[src/rtl/serdes_pkg.sv]
// Shared serdes types: receiver FSM states and minimum emitted frame length.
package serdes_pkg;

    typedef enum logic {
        IDLE_S = 1'b0,
        RECV_S = 1'b1
    } state_t;

    localparam int MIN_FRAME_LEN = 3;

endpackage

[src/rtl/deserializer.sv]
// Serial-to-parallel deserializer, MSB first, left-aligned output words.
// Optional DESERIALIZER_PARTIAL_EN emits gap-terminated words of >= 3 bits.
module deserializer
    import serdes_pkg::*;
#(
    parameter int DATA_BUS_WIDTH = 16,
    parameter int DATA_MOD_WIDTH = $clog2(DATA_BUS_WIDTH)
) (
    input  logic                      clk_i,
    input  logic                      srst_n_i,
    input  logic                      ser_data_i,
    input  logic                      ser_data_val_i,
    output logic [DATA_BUS_WIDTH-1:0] deser_data_o,
    output logic [DATA_MOD_WIDTH-1:0] deser_data_mod_o,
    output logic                      deser_data_val_o
);

    localparam int CNT_W = $clog2(DATA_BUS_WIDTH + 1);

    state_t                    state_q;
    state_t                    state_d;
    logic [CNT_W-1:0]          cnt_q;
    logic [DATA_BUS_WIDTH-1:0] shreg_q;
    logic [DATA_BUS_WIDTH-1:0] shift_next;
    logic                      last_bit;
    logic [DATA_BUS_WIDTH-1:0] data_q;
    logic                      val_q;

    always_comb begin
        state_d = state_q;
        unique case (state_q)
            IDLE_S:  if (ser_data_val_i)  state_d = RECV_S;
            RECV_S:  if (!ser_data_val_i) state_d = IDLE_S;
            default: state_d = IDLE_S;
        endcase
    end

    assign shift_next = {shreg_q[DATA_BUS_WIDTH-2:0], ser_data_i};
    assign last_bit   = ser_data_val_i
                        && (cnt_q == CNT_W'(DATA_BUS_WIDTH - 1));

`ifdef DESERIALIZER_PARTIAL_EN
    logic [DATA_MOD_WIDTH-1:0] mod_q;
    logic                      gap_emit;

    // A gap ends the frame; short fragments are treated as line noise.
    assign gap_emit = (state_q == RECV_S) && !ser_data_val_i
                      && (cnt_q >= CNT_W'(MIN_FRAME_LEN));

    always_ff @(posedge clk_i) begin
        if (!srst_n_i) begin
            mod_q <= '0;
        end else if (last_bit) begin
            mod_q <= '0;
        end else if (gap_emit) begin
            mod_q <= DATA_MOD_WIDTH'(cnt_q);
        end
    end

    assign deser_data_mod_o = mod_q;
`else
    assign deser_data_mod_o = '0;
`endif

    always_ff @(posedge clk_i) begin
        if (!srst_n_i) begin
            state_q <= IDLE_S;
            cnt_q   <= '0;
            shreg_q <= '0;
            data_q  <= '0;
            val_q   <= 1'b0;
        end else begin
            state_q <= state_d;
            val_q   <= 1'b0;
            if (ser_data_val_i) begin
                if (last_bit) begin
                    data_q  <= shift_next;
                    val_q   <= 1'b1;
                    cnt_q   <= '0;
                    shreg_q <= '0;
                end else begin
                    shreg_q <= shift_next;
                    cnt_q   <= cnt_q + 1'b1;
                end
            end else begin
`ifdef DESERIALIZER_PARTIAL_EN
                if (gap_emit) begin
                    data_q <= shreg_q << (CNT_W'(DATA_BUS_WIDTH) - cnt_q);
                    val_q  <= 1'b1;
                end
`endif
                cnt_q   <= '0;
                shreg_q <= '0;
            end
        end
    end

    assign deser_data_o     = data_q;
    assign deser_data_val_o = val_q;

endmodule

[config.mk]
export PLATFORM = sky130hd
export DESIGN_NAME = deserializer
export DESIGN_NICKNAME = d
export VERILOG_FILES = /design/src/rtl/serdes_pkg.sv /design/src/rtl/deserializer.sv
export SDC_FILE = /design/constraint.sdc
export NUM_CORES = 1
export LEC_CHECK = 0
export ABC_AREA = 1
export ABC_CLOCK_PERIOD_IN_PS = 1300
export BUFFER_PORTS_ARGS = -buffer_cell sky130_fd_sc_hd__buf_2
export CAP_MARGIN = 40
export CORE_MARGIN = 2
export CORE_UTILIZATION = 30
export CTS_CLUSTER_DIAMETER = 30
export DETAILED_ROUTE_END_ITERATION = 16
export PLACE_DENSITY = 0.61
export SYNTH_ARGS = -nofsm -noshare
export SYNTH_HDL_FRONTEND = slang
export SYNTH_SLANG_ARGS = --single-unit
export TNS_END_PERCENT = 100
[constraint.sdc]
create_clock -name clk_i -period 1.3 [get_ports clk_i]
set_clock_uncertainty 0.05 [all_clocks]
set_input_delay 0.195 -clock clk_i [delete_from_list [all_inputs] [get_ports clk_i]]
set_output_delay 0.195 -clock clk_i [all_outputs]
set_load 0.02 [all_outputs]
==> flow_metrics.py, run 1 <==
metrics = {
    "run": {
        "max_cap_violations": 0,
    },
    "floorplanning": {
        "die_area_um2": 4710,
        "fp.dieW_um": 68.6,
        "die_h_um": 68.6,
        "fp.coreArea_um2": 4000,
        "initial_core_util_pct": 31.3,
        "num_rows": 23,
        "ios": 25,
    },
    "critical_path": {
        "worst_ep_required_time_ns": 1.43,
        "critical_path_class": "flip-flop to flip-flop",
        "r2r_slack_ns": -0.1,
        "crit_path_end_kind": "flip-flop",
        "r2r_cells": 7,
        "cp_max_fo": 5,
        "start_kind": "flip-flop",
        "cp.arrival_ns": 1.53,
    },
    "global_routing": {
        "antenna_found_initial": 0,
        "overflow": 0,
        "grt_start_max_net_pins": 12,
        "grt_pass1_vias": 916,
        "gr-usage-all-layers_pct": 12.5,
        "grt_pass1_wl_um": 4070,
    },
    "cells_and_area": {
        "seqCellArea_um2": 743,
        "multi_input_comb_area_um2": 567,
        "nNetsFinal": 186,
        "area_growth_pct": 36.2,
        "final_cell_mix": "50 x nor2_1, 35 x dfxtp_1, 20 x buf_2",
        "fillCellCount": 401,
        "n_antenna_cell": 0,
        "drive_gt1_share_pct": 35.6,
        "stdcell_area_um2": 1710,
        "final_common_cell": "nor2_1",
    },
    "power_and_ir_drop": {
        "irDropWorstVdd_mv": 0.580,
        "power_per_cell_area_nw_per_um2": 1190,
        "p_leak_nw": 0.712,
    },
    "synthesis": {
        "synth_compound_area_share_pct": 6.39,
        "yosys_warnings": 0,
        "synth.area.top_cells": "dfxtp_1 59%, nor2_1 17%, o21ai_0 6.4%",
        "ys_seq_area_share_pct": 59.1,
        "ys_types": 17,
        "synthCells": 149,
        "synth_top_area_share_pct": 59.1,
        "avgSynthCellArea_um2": 8.41,
        "synth.area.mux_share_pct": 0,
        "synth_top_family_by_area": "simple AND/OR/NAND/NOR gates",
        "ys_ff_latch": 37,
        "synth_largest_area_cell": "dfxtp_1",
        "syn_area_um2": 1250,
        "yosys.area_share.simple_pct": 20.5,
        "synthXorXnorAreaFrac_pct": 0,
        "yosys.area_share.adder_pct": 2.00,
    },
    "clocking": {
        "insertion_delay_ns": 0.28,
        "cts_buffer_depth": 2,
        "clk_pin_slew_ns": 0.07,
        "tritoncts": "yes",
        "clockRootBuffer": "clkbuf_8",
        "cts.sinks": 37,
        "ctsHoldBuffers": 0,
        "h-tree-depth": 2,
        "cts_buffers": 5,
    },
    "timing": {
        "setup_viol": 36,
        "slew_viol_final": 0,
        "rsz0062_at_grt": "yes",
        "totalNegativeSetupSlack_ns": -2.55,
        "fmax_mhz": 715,
        "min_period_over_period_pct": 108,
        "post-route-min-period_ns": 1.40,
        "finalHoldViolCount": 0,
        "setup_ws_ns": -0.0992,
    },
    "route": {
        "wl_per_cell_um": 11.0,
        "detail_route.first_pass.iterations": 4,
        "wirelength_um": 2530,
        "vias_per_cell": 4.25,
        "drc": 0,
        "first_iter_violations": 56,
        "vias": 978,
        "ant_nets": 0,
    },
    "outcome": {
        "status": "complete, but fails checks",
        "violations": "setup timing",
    },
    "placed_design": {
        "hpwl_um": 1460,
        "port_buffers": 20,
        "gp_congestion": 0.705,
        "dp_slack_ns": -0.221,
        "place_area_um2": 1410,
    },
    "min_path": {
        "holdPathStages": 3,
        "hold_path.class": "input pin to flip-flop",
    },
}
==> critical path, stage by stage (launching register included) <==
cell	delay, ns
dfxtp_2	0.35
ha_4	0.15
nand2_4	0.05
nor2_4	0.09
ha_4	0.25
nand2_8	0.13
o21ai_2	0.16
nor2_1	0.06
==> worst paths after layout <==
check | from | to
setup / recovery | cnt_q[0]$_SDFF_PP0_ | deser_data_o[8]$_SDFFE_PN0P_
hold / removal | ser_data_i | shreg_q[0]$_SDFF_PP0_
setup reg to reg | cnt_q[0]$_SDFF_PP0_ | deser_data_o[8]$_SDFFE_PN0P_
hold reg to reg | shreg_q[11]$_SDFF_PP0_ | shreg_q[12]$_SDFF_PP0_
==> final cells by class <==
| cell class | instances | share of cell area [%] |
|---|---|---|
| Clock buffer | 7 | 5.05 |
| Inverter | 20 | 5.13 |
| Multi-Input combinational cell | 89 | 33.2 |
| Sequential cell | 37 | 43.5 |
| Tap cell | 50 | 3.66 |
| Timing Repair Buffer | 26 | 8.50 |
| Timing Repair inverter | 1 | 0.952 |
==> logic make-up (layout without fill, tap and decap cells) <==
family / after synthesis / in the layout
other: 1 / 4
AO/OA/AOI/OAI: 16 / 16
adder cells (fa/ha/maj): 2 / 2
buffers and inverters: 29 / 54
AND/OR/NAND/NOR: 64 / 67
flip-flops: 37 / 37
==> flip-flops by register name, indices dropped and copies added, names as in the netlist <==
register	count
deser_data_o	16
cnt_q	5
shreg_q	15
deser_data_val_o	1
==> repair_timing <==
item | CTS | global route
endpoints found under the setup margin | 35 | 37
cloned | 4 | 0
pin swaps | 15 | 6
buffers inserted | 1 | 2
gates resized for setup | 29 | 12
==> Yosys cell counts <==
library cell	count
conb_1	1
o21ai_0	16
nor2_1	56
nor3_1	1
nand2_4	1
inv_2	1
nand3_2	1
nand2_1	4
buf_6	1
nand3_1	1
clkbuf_2	1
buf_8	1
clkbuf_1	1
inv_1	19
ha_1	2
dfxtp_1	37
buf_4	5
==> through the flow <==
| step | util [%] | power, mW | instances | hold WS [ns] |
|---|---|---|---|---|
| detailed placement | 35.2 | 1.23 | 216 | 0.368 |
| global placement | 35.2 | 1.23 | 216 | 0.363 |
| floorplan | - | 1.23 | 152 | 0.257 |
| CTS | 41.2 | 2.06 | 228 | 0.0755 |
| finish | 42.7 | 2.03 | 230 | 0.0870 |
| global route | 42.7 | 2.11 | 230 | 0.0853 |
==> power by group <==
group / leakage (nW) / switching [mW] / internal, mW
sequential: 0.299 / 0.00436 / 1.14
clock: 0.0443 / 0.381 / 0.420
combinational: 0.369 / 0.0594 / 0.0285
==> routing by layer <==
metal  track usage [%]  share of wire [%]  wire, um
met2              19.6                 48      1220
met3              4.87                5.1       129
met4              8.25                2.8        71
met5                 0                  0         0
met1              14.1                 44      1110
Note: power is estimated with default switching activity, not from simulation.
==> run 2: changes to the inputs <==
--- a/config.mk
+++ b/config.mk
@@ -11,8 +11,8 @@
 export CAP_MARGIN = 40
 export CORE_MARGIN = 2
-export CORE_UTILIZATION = 30
+export CORE_UTILIZATION = 47
 export CTS_CLUSTER_DIAMETER = 30
 export DETAILED_ROUTE_END_ITERATION = 16
-export PLACE_DENSITY = 0.61
+export PLACE_DENSITY = 0.84
 export SYNTH_ARGS = -nofsm -noshare
 export SYNTH_HDL_FRONTEND = slang
--- a/constraint.sdc
+++ b/constraint.sdc
@@ -3,3 +3,3 @@
 set_input_delay 0.195 -clock clk_i [delete_from_list [all_inputs] [get_ports clk_i]]
 set_output_delay 0.195 -clock clk_i [all_outputs]
-set_load 0.02 [all_outputs]
+set_load 0.01 [all_outputs]
==> run 2 against run 1 <==
  * The run still ends with setup timing left
  * Combinational power up 14%
  * Maximum frequency down 5.0%
  * Cell count down 6.5%
  * Final area down 1.2%
  * Core utilization up 25 points
  * Non-clock buffer count up 7
  * Die area down 34%
  * First-iteration DRC count down 43%
  * Via count up 4.9%
  * Sequential share of layout area up 0.55 points
  * Critical endpoint is now cnt_q[1]$_SDFF_PP0_
  * Largest cell class unchanged
==> flow_metrics.py, run 2 (synthesis results as in run 1) <==
metrics = {
    "route": {
        "first_iter_violations": 32,
        "ant_nets": 0,
        "wl_per_cell_um": 12.7,
        "wirelength_um": 2730,
        "vias": 1026,
        "drc": 0,
        "vias_per_cell": 4.77,
        "detail_route.first_pass.iterations": 4,
    },
    "critical_path": {
        "worst_ep_required_time_ns": 1.54,
        "crit_path_end_kind": "flip-flop",
        "cp.arrival_ns": 1.71,
        "critical_path_class": "flip-flop to flip-flop",
        "r2r-end": "cnt_q[1]$_SDFF_PP0_",
        "r2r_start": "cnt_q[1]$_SDFF_PP0_",
        "r2r_slack_ns": -0.17,
        "endpoint": "cnt_q[1]$_SDFF_PP0_",
        "cp-startpoint": "cnt_q[1]$_SDFF_PP0_",
        "start_kind": "flip-flop",
        "r2r_cells": 9,
        "cp_max_fo": 6,
    },
    "cells_and_area": {
        "final_common_cell": "nor2_1",
        "area_growth_pct": 34.5,
        "layout.cells.non_filler": 215,
        "n_antenna_cell": 0,
        "final_cell_mix": "39 x nor2_1, 35 x dfxtp_1, 20 x buf_2",
        "largest_reg_flops": 16,
        "drive_gt1_share_pct": 40.0,
        "nNetsFinal": 190,
    },
    "clocking": {
        "h-tree-depth": 2,
        "cts_buffers": 5,
        "clk_pin_slew_ns": 0.10,
        "clockRootBuffer": "clkbuf_4",
        "insertion_delay_ns": 0.34,
        "ctsHoldBuffers": 0,
        "cts.sinks": 37,
        "tritoncts": "yes",
        "cts_buffer_depth": 2,
    },
    "power_and_ir_drop": {
        "p_leak_nw": 0.715,
        "power_per_cell_area_nw_per_um2": 1140,
        "power_mw": 1.91,
        "irDropWorstVdd_mv": 0.793,
    },
    "outcome": {
        "status": "complete, but fails checks",
        "violations": "setup timing",
    },
    "placed_design": {
        "gp_congestion": 0.707,
        "port_buffers": 20,
        "hpwl_um": 1440,
        "dpl.cell_count": 196,
    },
    "timing": {
        "setup_ws_ns": -0.173,
        "rsz0062_at_grt": "yes",
        "min_period_over_period_pct": 113,
        "totalNegativeSetupSlack_ns": -4.28,
        "setup_viol": 37,
        "slew_viol_final": 0,
        "fmax_mhz": 679,
        "post-route-min-period_ns": 1.47,
        "finalHoldViolCount": 0,
        "timing.hold.ws_ns": 0.0539,
    },
    "global_routing": {
        "gr-usage-all-layers_pct": 17.5,
        "use_met2_pct": 32.0,
        "grt_pass1_vias": 964,
        "grt_start_max_net_pins": 19,
        "antenna_found_initial": 0,
        "grt_use_met3_pct": 7.67,
        "gr-usage-met1_pct": 17.3,
        "grt_pass1_wl_um": 4060,
        "busiest_layer": "met2",
        "overflow": 0,
    },
    "run": {
        "max_cap_violations": 0,
    },
    "floorplanning": {
        "initial_core_util_pct": 50.2,
        "fp.coreArea_um2": 2500,
        "die_area_um2": 3100,
        "die_h_um": 55.6,
        "fp.dieW_um": 55.6,
        "ios": 25,
        "num_rows": 18,
    },
    "min_path": {
        "holdPathStages": 3,
        "hold_path.class": "input pin to flip-flop",
    },
}
==> run 2: changes by cell type in the layout (fill, tap and decap cells not counted), moves of 2 or more <==
cell / change
nor2_1: -11
nor2_2: +10
o21ai_1: +7
o21ai_2: -7
clkbuf_4: +5
clkbuf_8: -4
buf_4: +3
buf_6: +3
nand2_8: -2
==> run 2: metrics by stage <==
| step | area, um2 | setup slack, ns | utilization (%) |
|---|---|---|---|
| after floorplan | 1300 | -0.0728 | - |
| after global placement | 1380 | -0.166 | 55.2 |
| after detailed placement | 1380 | -0.246 | 55.2 |
| after CTS | 1620 | -0.121 | 64.8 |
| after global routing | 1690 | -0.237 | 67.5 |
| final | 1690 | -0.173 | 67.5 |
==> run 2: how the worst min path moves through the flow <==
stage	start	slack (ns)	to
after floorplan	ser_data_i	0.26	shreg_q[0]$_SDFF_PP0_
after global placement	shreg_q[3]$_SDFF_PP0_	0.36	shreg_q[4]$_SDFF_PP0_
after detailed placement	shreg_q[2]$_SDFF_PP0_	0.37	shreg_q[3]$_SDFF_PP0_
after CTS	ser_data_i	0.02	shreg_q[0]$_SDFF_PP0_
after global routing	ser_data_i	0.05	shreg_q[0]$_SDFF_PP0_
final	ser_data_i	0.05	shreg_q[0]$_SDFF_PP0_
==> run 2: critical path, cell delays in order (launching register included) <==
cell	delay (ns)
dfxtp_2	0.35
ha_4	0.17
nand2_4	0.06
nor2_4	0.05
ha_4	0.18
nand2_8	0.10
nand3_4	0.11
buf_6	0.15
buf_6	0.11
nor2_4	0.09
==> run 2: power breakdown <==
part,internal (mW),switching [mW]
Clock,0.313,0.359
Sequential,1.14,0.00401
Combinational,0.0398,0.0601
Total,1.49,0.423
==> run 2: area by class of cell <==
class | instances | area, um2
Fill cell | 188 | 813
Timing Repair Buffer | 33 | 229
Clock buffer | 7 | 65.1
Clock inverter | 1 | 5.00
Sequential cell | 37 | 743
Multi-Input combinational cell | 87 | 527
Inverter | 20 | 80.1
Tap cell | 30 | 37.5
==> run 2: metal layers <==
metal,vias up,part of all wire (%)
li1,509,-
met1,482,35
met2,30,57
met3,5,6.2
met4,0,1.2
met5,-,0
==> run 2: what timing repair did <==
item                                    4_1_cts  5_1_grt
setup buffers                                 9        1
cloned                                        2        0
endpoints found under the setup margin       35       37
gates resized for setup                      14       32
pin swaps                                    12        4
==> run 3: changes to the inputs <==
- CORE_MARGIN: 2 -> 5
==> run 3 against run 2 <==
  * The flow still finishes with violations (setup timing)
  * Final area grew 12%
  * First-iteration DRC count shrank 31%
  * Die area grew 23%
  * Clock power shrank 11%
  * Setup slack gained 0.026 ns
  * Core utilization grew 7.5 points
  * Register-to-register slack gained 0.03 ns
  * Total power shrank 2.2%
  * Global-route usage is essentially flat
  * Via count grew 8.5%
==> flow_metrics.py, run 3 (synthesis results as in run 1) <==
metrics = {
    "clocking": {
        "cts.sinks": 37,
        "cts_buffer_depth": 2,
        "insertion_delay_ns": 0.33,
        "clk_pin_slew_ns": 0.10,
        "h-tree-depth": 2,
        "ctsHoldBuffers": 0,
        "clockRootBuffer": "clkbuf_4",
        "tritoncts": "yes",
        "cts_buffers": 5,
    },
    "power_and_ir_drop": {
        "power_per_cell_area_nw_per_um2": 990,
        "p_leak_nw": 0.768,
        "clkPwrFrac_pct": 31.9,
        "power_frac_comb_pct": 7.0,
        "p_seq_share_pct": 61.0,
        "switching_share_pct": 22.7,
        "switchingPower_mw": 0.425,
        "irDropWorstVdd_mv": 0.906,
        "p_int_mw": 1.45,
    },
    "timing": {
        "finalHoldViolCount": 0,
        "min_period_over_period_pct": 111,
        "slew_viol_final": 0,
        "setup_viol": 37,
        "rsz0062_at_grt": "yes",
        "post-route-min-period_ns": 1.45,
        "setup_ws_ns": -0.147,
        "fmax_mhz": 691,
    },
    "floorplanning": {
        "num_rows": 18,
        "fp.coreArea_um2": 2520,
        "die_area_um2": 3800,
        "die_h_um": 61.6,
        "initial_core_util_pct": 49.7,
        "fp.dieW_um": 61.6,
        "ios": 25,
    },
    "route": {
        "ant_nets": 0,
        "wl_per_cell_um": 15.2,
        "drc": 0,
        "vias": 1113,
        "wirelength_um": 3320,
        "first_iter_violations": 22,
        "vias_per_cell": 5.11,
        "detail_route.first_pass.iterations": 4,
    },
    "critical_path": {
        "worst_ep_required_time_ns": 1.49,
        "critical_path_class": "flip-flop to flip-flop",
        "cp.arrival_ns": 1.63,
        "start_kind": "flip-flop",
        "crit_path_end_kind": "flip-flop",
        "cp_max_fo": 5,
    },
    "outcome": {
        "status": "complete, but fails checks",
        "violations": "setup timing",
    },
    "run": {
        "max_cap_violations": 0,
    },
    "cells_and_area": {
        "finish.utilization_pct": 75.0,
        "area_growth_pct": 50.8,
        "n_antenna_cell": 0,
        "nNetsFinal": 194,
        "final_cell_mix": "35 x dfxtp_1, 32 x nor2_1, 20 x buf_2",
        "largest_reg_flops": 16,
        "stdcell_area_um2": 1890,
        "drive_gt1_share_pct": 46.8,
        "final_common_cell": "dfxtp_1",
    },
    "global_routing": {
        "overflow": 0,
        "grt_start_max_net_pins": 17,
        "gr-usage-all-layers_pct": 17.5,
        "grt_pass1_wl_um": 4570,
        "antenna_found_initial": 0,
        "grt_pass1_vias": 1046,
    },
    "placed_design": {
        "gp_congestion": 0.728,
        "dp_slack_ns": -0.260,
        "port_buffers": 20,
        "place_area_um2": 1380,
        "hpwl_um": 1540,
    },
    "min_path": {
        "hold_path.class": "input pin to flip-flop",
    },
}
-- run 3: final timing paths --
check	from	endpoint	slack (ns)	depth (start not counted)
setup / recovery	cnt_q[1]$_SDFF_PP0_	deser_data_o[8]$_SDFFE_PN0P_	-0.15	8
hold / removal	ser_data_i	shreg_q[0]$_SDFF_PP0_	0.06	3
setup reg to reg	cnt_q[1]$_SDFF_PP0_	deser_data_o[8]$_SDFFE_PN0P_	-0.15	8
hold reg to reg	shreg_q[0]$_SDFF_PP0_	shreg_q[1]$_SDFF_PP0_	0.40	2
-- run 3: critical path: stages (launching register included) --
cell	delay (ns)
dfxtp_2	0.37
ha_4	0.15
nand2_4	0.05
nor2_4	0.09
ha_4	0.18
buf_8	0.15
nand2_8	0.07
o21ai_4	0.17
nor2_1	0.06
-- run 3: timing repair --
action / 4_1_cts / 5_1_grt
hold endpoints to repair: 0 / 0
setup endpoints to repair: 35 / 37
pin swaps: 14 / 9
gates resized for setup: 31 / 49
cloned: 3 / 2
setup buffers: 6 / 4
-- run 3: stage by stage --
stage / total power [mW] / setup TNS (ns) / hold WS (ns) / std cells
finish: 1.87 / -4.19 / 0.0580 / 218
detailed placement: 1.23 / -6.70 / 0.366 / 196
global placement: 1.22 / -4.52 / 0.361 / 196
floorplan: 1.22 / -1.20 / 0.257 / 152
global route: 1.96 / -6.35 / 0.0396 / 218
CTS: 1.85 / -2.33 / 0.0154 / 212
-- run 3: power groups by stage --
| stage | combinational (mW) | clock [mW] | sequential, mW |
|---|---|---|---|
| 5_1_grt | 0.141 | 0.672 | 1.14 |
| 3_5_place_dp | 0.0577 | 0 | 1.17 |
| 3_3_place_gp | 0.0558 | 0 | 1.17 |
| 2_1_floorplan | 0.0523 | 0 | 1.17 |
| 4_1_cts | 0.101 | 0.609 | 1.14 |
| 6_report | 0.132 | 0.598 | 1.14 |
-- run 3: area by class of cell --
class                   count  area (um2)
flip-flops and latches     37         743
multi-input cells          89         678
fillers                   162         632
repair buffers             34         273
inverters                  20        87.6
clock buffers               7        55.1
well taps                  30        37.5
repair inverters            1        16.3
-- run 3: layer usage --
layer	track usage (%)	up-vias	share of wire (%)
met5	0	-	0
li1	-	523	-
met3	7.55	17	5.6
met1	17.5	538	34
met4	9.09	0	5.0
met2	30.6	35	56
